==> src/rtl/cpu_sequencer.sv <==
// rtl/cpu_sequencer.sv - multi-cycle CPU control sequencer with memory handshake and timeout
module cpu_sequencer #(
    parameter int TIMEOUT = 15,
    parameter int CW      = 16
) (
    input  logic          clk,
    input  logic          rst_n,
    input  logic          run,
    input  logic [3:0]    opcode,
    input  logic          zero_flag,
    input  logic          mem_ack,
    output logic          mem_req,
    output logic          mem_we,
    output logic          addr_sel,
    output logic          ir_load,
    output logic          pc_inc,
    output logic          pc_load,
    output logic          reg_we,
    output logic [1:0]    alu_op,
    output logic          instr_done,
    output logic          halted,
    output logic          fault,
    output logic          illegal,
    output logic [CW-1:0] cycle_cnt
);

    typedef enum logic [2:0] {
        IDLE, FETCH, DECODE, EXEC, MEM, WB, HALT, FAULT
    } state_t;

    localparam logic [3:0] OP_NOP   = 4'h0;
    localparam logic [3:0] OP_LOAD  = 4'h1;
    localparam logic [3:0] OP_STORE = 4'h2;
    localparam logic [3:0] OP_ADD   = 4'h3;
    localparam logic [3:0] OP_SUB   = 4'h4;
    localparam logic [3:0] OP_JMP   = 4'h5;
    localparam logic [3:0] OP_JZ    = 4'h6;
    localparam logic [3:0] OP_HALT  = 4'hf;
    localparam logic [7:0] WAIT_LAST = 8'(TIMEOUT - 1);

    state_t        state, state_n;
    logic [3:0]    op_q;
    logic [7:0]    wait_cnt;
    logic          illegal_q;
    logic [CW-1:0] cnt_q;
    logic          boundary;
    logic          illegal_op;
    logic          active;

    assign illegal_op = !(opcode inside {OP_NOP, OP_LOAD, OP_STORE, OP_ADD,
                                         OP_SUB, OP_JMP, OP_JZ, OP_HALT});
    assign active     = state inside {FETCH, DECODE, EXEC, MEM, WB};

    always_comb begin
        state_n    = state;
        mem_req    = 1'b0;
        mem_we     = 1'b0;
        addr_sel   = 1'b0;
        ir_load    = 1'b0;
        pc_inc     = 1'b0;
        pc_load    = 1'b0;
        reg_we     = 1'b0;
        alu_op     = 2'b00;
        boundary   = 1'b0;
        case (state)
            IDLE: if (run) state_n = FETCH;
            FETCH: begin
                mem_req = 1'b1;
                if (mem_ack) begin
                    ir_load = 1'b1;
                    pc_inc  = 1'b1;
                    state_n = DECODE;
                end else if (wait_cnt == WAIT_LAST) begin
                    state_n = FAULT;
                end
            end
            DECODE: begin
                // opcode is the freshly loaded IR; illegal codes fall through as NOP
                case (opcode)
                    OP_LOAD, OP_STORE:             state_n = MEM;
                    OP_ADD, OP_SUB, OP_JMP, OP_JZ: state_n = EXEC;
                    OP_HALT:                       state_n = HALT;
                    default:                       boundary = 1'b1;
                endcase
            end
            EXEC: begin
                case (op_q)
                    OP_ADD: begin alu_op = 2'b01; state_n = WB; end
                    OP_SUB: begin alu_op = 2'b10; state_n = WB; end
                    OP_JMP: begin pc_load = 1'b1; boundary = 1'b1; end
                    OP_JZ:  begin pc_load = zero_flag; boundary = 1'b1; end
                    default: boundary = 1'b1;
                endcase
            end
            MEM: begin
                mem_req  = 1'b1;
                addr_sel = 1'b1;
                mem_we   = (op_q == OP_STORE);
                if (mem_ack) begin
                    if (op_q == OP_LOAD) state_n = WB;
                    else                 boundary = 1'b1;
                end else if (wait_cnt == WAIT_LAST) begin
                    state_n = FAULT;
                end
            end
            WB: begin
                reg_we   = 1'b1;
                boundary = 1'b1;
            end
            HALT:    state_n = HALT;
            FAULT:   state_n = FAULT;
            default: state_n = IDLE;
        endcase
        instr_done = boundary;
        if (boundary) state_n = run ? FETCH : IDLE;
    end

    always_ff @(posedge clk or negedge rst_n) begin
        if (!rst_n) begin
            state     <= IDLE;
            op_q      <= OP_NOP;
            wait_cnt  <= 8'd0;
            illegal_q <= 1'b0;
            cnt_q     <= '0;
        end else begin
            state <= state_n;
            if (state == DECODE) op_q <= opcode;
            // counts unanswered request cycles; any ack or other state restarts it
            if ((state == FETCH || state == MEM) && !mem_ack) wait_cnt <= wait_cnt + 8'd1;
            else                                              wait_cnt <= 8'd0;
            if (state == DECODE && illegal_op) illegal_q <= 1'b1;
            if (active && cnt_q != {CW{1'b1}}) cnt_q <= cnt_q + CW'(1);
        end
    end

    assign halted    = (state == HALT);
    assign fault     = (state == FAULT);
    assign illegal   = illegal_q;
    assign cycle_cnt = cnt_q;

endmodule

==> config.mk <==
export PLATFORM = sky130hd
export DESIGN_NAME = cpu_sequencer
export DESIGN_NICKNAME = d
export VERILOG_FILES = /design/src/rtl/cpu_sequencer.sv
export SDC_FILE = /design/constraint.sdc
export NUM_CORES = 1
export LEC_CHECK = 0
export CAP_MARGIN = 20
export CORE_MARGIN = 3
export CORE_UTILIZATION = 51
export DETAILED_ROUTE_END_ITERATION = 7
export PLACE_DENSITY = 0.83
export RECOVER_POWER = 100
export SKIP_LAST_GASP = 1
export SLEW_MARGIN = 20
export SYNTH_ARGS = -nofsm -noshare
export SYNTH_HDL_FRONTEND = slang
export SYNTH_SLANG_ARGS = --single-unit
==> constraint.sdc <==
create_clock -name clk -period 2.1 [get_ports clk]
set_clock_uncertainty 0.05 [all_clocks]
set_input_delay 0.315 -clock clk [delete_from_list [all_inputs] [get_ports clk]]
set_output_delay 0.315 -clock clk [all_outputs]
set_load 0.01 [all_outputs]
==> results.tsv <==
stage	metric	value	unit
sta	minimum clock period	2.08	ns
clock_network	number of buffers added to fix hold violations after cts	0	
route	routed vias/inst	5.24	
clock_network	Clock Pin Slew Worst Setup and Hold Paths	0.10	ns
logic_synthesis	Post-synth EDFFs	0	
global_route	Global Route Usage Sum	19.7	%
route	Iter 0 DRT Violations	39	
global_route	largest net degree at the start of global routing	33	
logic_synthesis	Syn Std Cell Area	1830	um2
logic_synthesis	Net Count, Synth	197	
place	IO buf count	37	
floorplanning	die extent in x	65.9	um
setup_path	critical path data arrival time	1.71	ns
pwr	pwr dens	1110	nW/um2
logic_synthesis	Synth Area per Inst	9.89	um2
global_route	via count of the first global-routing pass	1561	
setup_path	crit path kind	reg2out	
logic_synthesis	most numerous cell types in the synthesized netlist	32 x sky130_fd_sc_hd__dfrtp_1, 24 x sky130_fd_sc_hd__nor2_1, 14 x sky130_fd_sc_hd__xor2_1, 13 x sky130_fd_sc_hd__nand2_1	
setup_path	element type at the critical path end	output pin	
floorplanning	overall die area	4340	um2
setup_path	critical path startpoint category	flop	
layout	number of diodes	0	
layout	area taken by flip-flops and latches	802	um2
floorplanning	standard-cell row count	21	
route	overall routed net length	3.82	mm
clock_network	clock buffers created by TritonCTS	5	
worst_hold_path	class of the most critical hold timing path	reg2reg	
sta	Final Slew Violations	0	
route	post-route ant nets	0	
logic_synthesis	most numerous cell in the Yosys netlist	sky130_fd_sc_hd__dfrtp_1	
layout	final net count	260	
layout	count of filler cells inserted in the layout	237	
global_route	wire length of the first global-routing pass	6.58	mm
job	max-capacitance violation count	0	
clock_network	TritonCTS clock tree	built	
floorplanning	Boundary Pins	38	
clock_network	Sinks on Clock Net	32	
sta	Fmax	481	MHz
run_status	outcome	completed	
sta	unrepaired setup endpoints after global routing	yes	
setup_path	critical path cell sequence	buf_4, nand2b_4, nor3b_4, a211oi_2, o31a_1, inv_1, clkbuf_2	
logic_synthesis	Synth warnings	0	
route	router iterations before antenna repair	4	
clock_network	clock latency of the later-clocked register in the worst-skew pair	0.34	ns
floorplanning	Starting Density	54.0	%
sta	crit share post-route	98.9	%
place	pre-CTS setup slack	-0.290	ns
logic_synthesis	Yosys top cell by area	sky130_fd_sc_hd__dfrtp_1	
logic_synthesis	number of unique standard cell types used by synthesis	46	
setup_path	maximum cell stage delay along the critical path	0.38	ns
global_route	initial antenna violation count	0	
pwr	IR Drop Worst-Case VDD	0.875	mV
layout	share of cells above drive strength 1	22.1	%
logic_synthesis	cell types with the largest area share after synthesis	sky130_fd_sc_hd__dfrtp_1 44%, sky130_fd_sc_hd__xor2_1 6.7%, sky130_fd_sc_hd__nor2_1 4.9%	
sta	count of final setup violators	0	
pwr	leakage	1.18	nW
sta	worst slew margin relative to its limit	49.4	%
logic_synthesis	Primary FF master, synth	sky130_fd_sc_hd__dfrtp_1	
route	Wirelength per Cell	13.0	um
place	GP Congestion	0.771	
place	detailed placer's ending HPWL	2.70	mm
setup_path	required time at the endpoint of the critical path	1.74	ns
logic_synthesis	Post-synth ARST share	100	%
sta	actual transition at the worst max-transition pin	0.759	ns
clock_network	maximum count of clock buffers along a single path	2	
setup_path	biggest fanout along the worst timing path	3	
layout	multi-input logic area	988	um2
layout	synth-to-layout area growth	37.1	%
layout	area of all placed cells without fillers	2510	um2
logic_synthesis	Seq cells post-synth	32	
route	Post-route DRC	0	
clock_network	Root Buffer	sky130_fd_sc_hd__clkbuf_4	
logic_synthesis	instance count of the mapped netlist	185	
place	post-detailed-placement cell area	2390	um2
sta	minimum setup slack in the final design	0.0221	ns
floorplanning	die span in y	65.9	um
sta	endpoints failing hold	0	
floorplanning	area inside the core boundary	3390	um2
setup_path	Critical Path Slowest Stage Cell	sky130_fd_sc_hd__dfrtp_1	
clock_network	Clock H-tree levels	2	
route	overall via count from detail_route	1546	
logic_synthesis	top cell type's share of synthesized area	43.7	%
global_route	GRT overflow	0	
logic_synthesis	sequential cell area fraction in the yosys report	43.7	%
## cell usage in the layout (no fill, tap or decap), types with 7 or more instances in the layout
cell                              Yosys  layout
sky130_fd_sc_hd__dfrtp_1             32      31
sky130_fd_sc_hd__nand2_1             13      12
sky130_fd_sc_hd__clkdlybuf4s50_1      0      25
sky130_fd_sc_hd__xor2_1              14      14
sky130_fd_sc_hd__nor2_1              24      23
sky130_fd_sc_hd__xnor2_1              8       8
sky130_fd_sc_hd__dlygate4sd2_1        0       7
sky130_fd_sc_hd__buf_4                1      24
sky130_fd_sc_hd__nand4_1              8       8
sky130_fd_sc_hd__nand3_1              8       8
## critical path, delay by kind of cell, from the launching register on
kind,cells,cell delay (ns)
buffers and inverters,3,0.31
flip-flops,1,0.38
AO/OA/AOI/OAI,2,0.41
AND/OR/NAND/NOR,2,0.29
## per-layer routing
metal  up-vias  wire (um)  track usage, %
li1        771          -               -
met1       736       1730            23.8
met2        32       1830            32.4
met3         7        197            5.78
met4         0         60            8.29
met5         -          0               0
## kinds of logic (layout without fill, tap and decap cells)
logic type	count (synthesis)	in the layout	synth area share [%]
and+or+nand+nor	87	87	26.8
DFF	32	32	43.7
AOI/OAI and AO/OA	22	22	8.75
xor gates and xnor gates	22	22	10.5
buffers and inverters	12	76	3.62
muxes	7	7	4.51
adders and majority gates	3	3	2.05
## registers in the layout, indices dropped and copies added (netlist names)
signal	flops
op_q	4
cycle_cnt	16
wait_cnt	8
illegal	1
state	3
## layout make-up
| class | count | area share (%) |
|---|---|---|
| inverter | 5 | 0.748 |
| multi-input combinational | 141 | 39.4 |
| clock buffer | 7 | 2.59 |
| clock inverter | 1 | 1.20 |
| tap | 46 | 2.29 |
| sequential | 32 | 32.0 |
| timing repair buffer | 63 | 21.8 |
## stage by stage
step	setup TNS [ns]	hold WS, ns	util, %	total power [W]	std cells
3_5_place_dp	-0.290	0.393	70.5	0.00226	285
5_1_grt	-0.203	0.443	74.0	0.00298	295
2_1_floorplan	0	-0.0306	-	0.00168	185
3_3_place_gp	-0.262	0.393	70.5	0.00223	285
4_1_cts	-0.160	0.312	73.5	0.00278	294
6_report	0	0.412	74.0	0.00279	295
## what timing repair did
| action | 4_1_cts | 5_1_grt |
|---|---|---|
| setup buffers | 1 | 1 |
| endpoints found under the setup margin | 10 | 6 |
| hold endpoints to repair | 0 | 0 |
| pin swaps | 0 | 3 |
| resized for setup | 14 | 11 |
## worst paths after layout
path / slack (ns) / depth (start not counted) / start / to
setup / recovery: 0.02 / 7 / state[2]$_DFFE_PN0P_ / instr_done
hold / removal: 0.41 / 1 / illegal$_DFFE_PN0P_ / illegal$_DFFE_PN0P_
setup reg to reg: 0.15 / 9 / state[0]$_DFFE_PN0P_ / cycle_cnt[5]$_DFFE_PN0P_
hold reg to reg: 0.41 / 1 / illegal$_DFFE_PN0P_ / illegal$_DFFE_PN0P_
max in group asynchronous: 0.96 / 2 / rst_n / state[1]$_DFFE_PN0P_
min in group asynchronous: 0.51 / 2 / rst_n / wait_cnt[4]$_DFF_PN0_
## where the power goes
part	total [W]	switching [W]	internal, W	leakage, nW
Clock	0.000524	0.000208	0.000316	0.0515
Sequential	0.000978	0.000207	0.000771	0.415
Combinational	0.00129	0.000581	0.000705	0.715
Total	0.00279	0.000996	0.00179	1.18
Note: power is estimated with default switching activity, not from simulation.
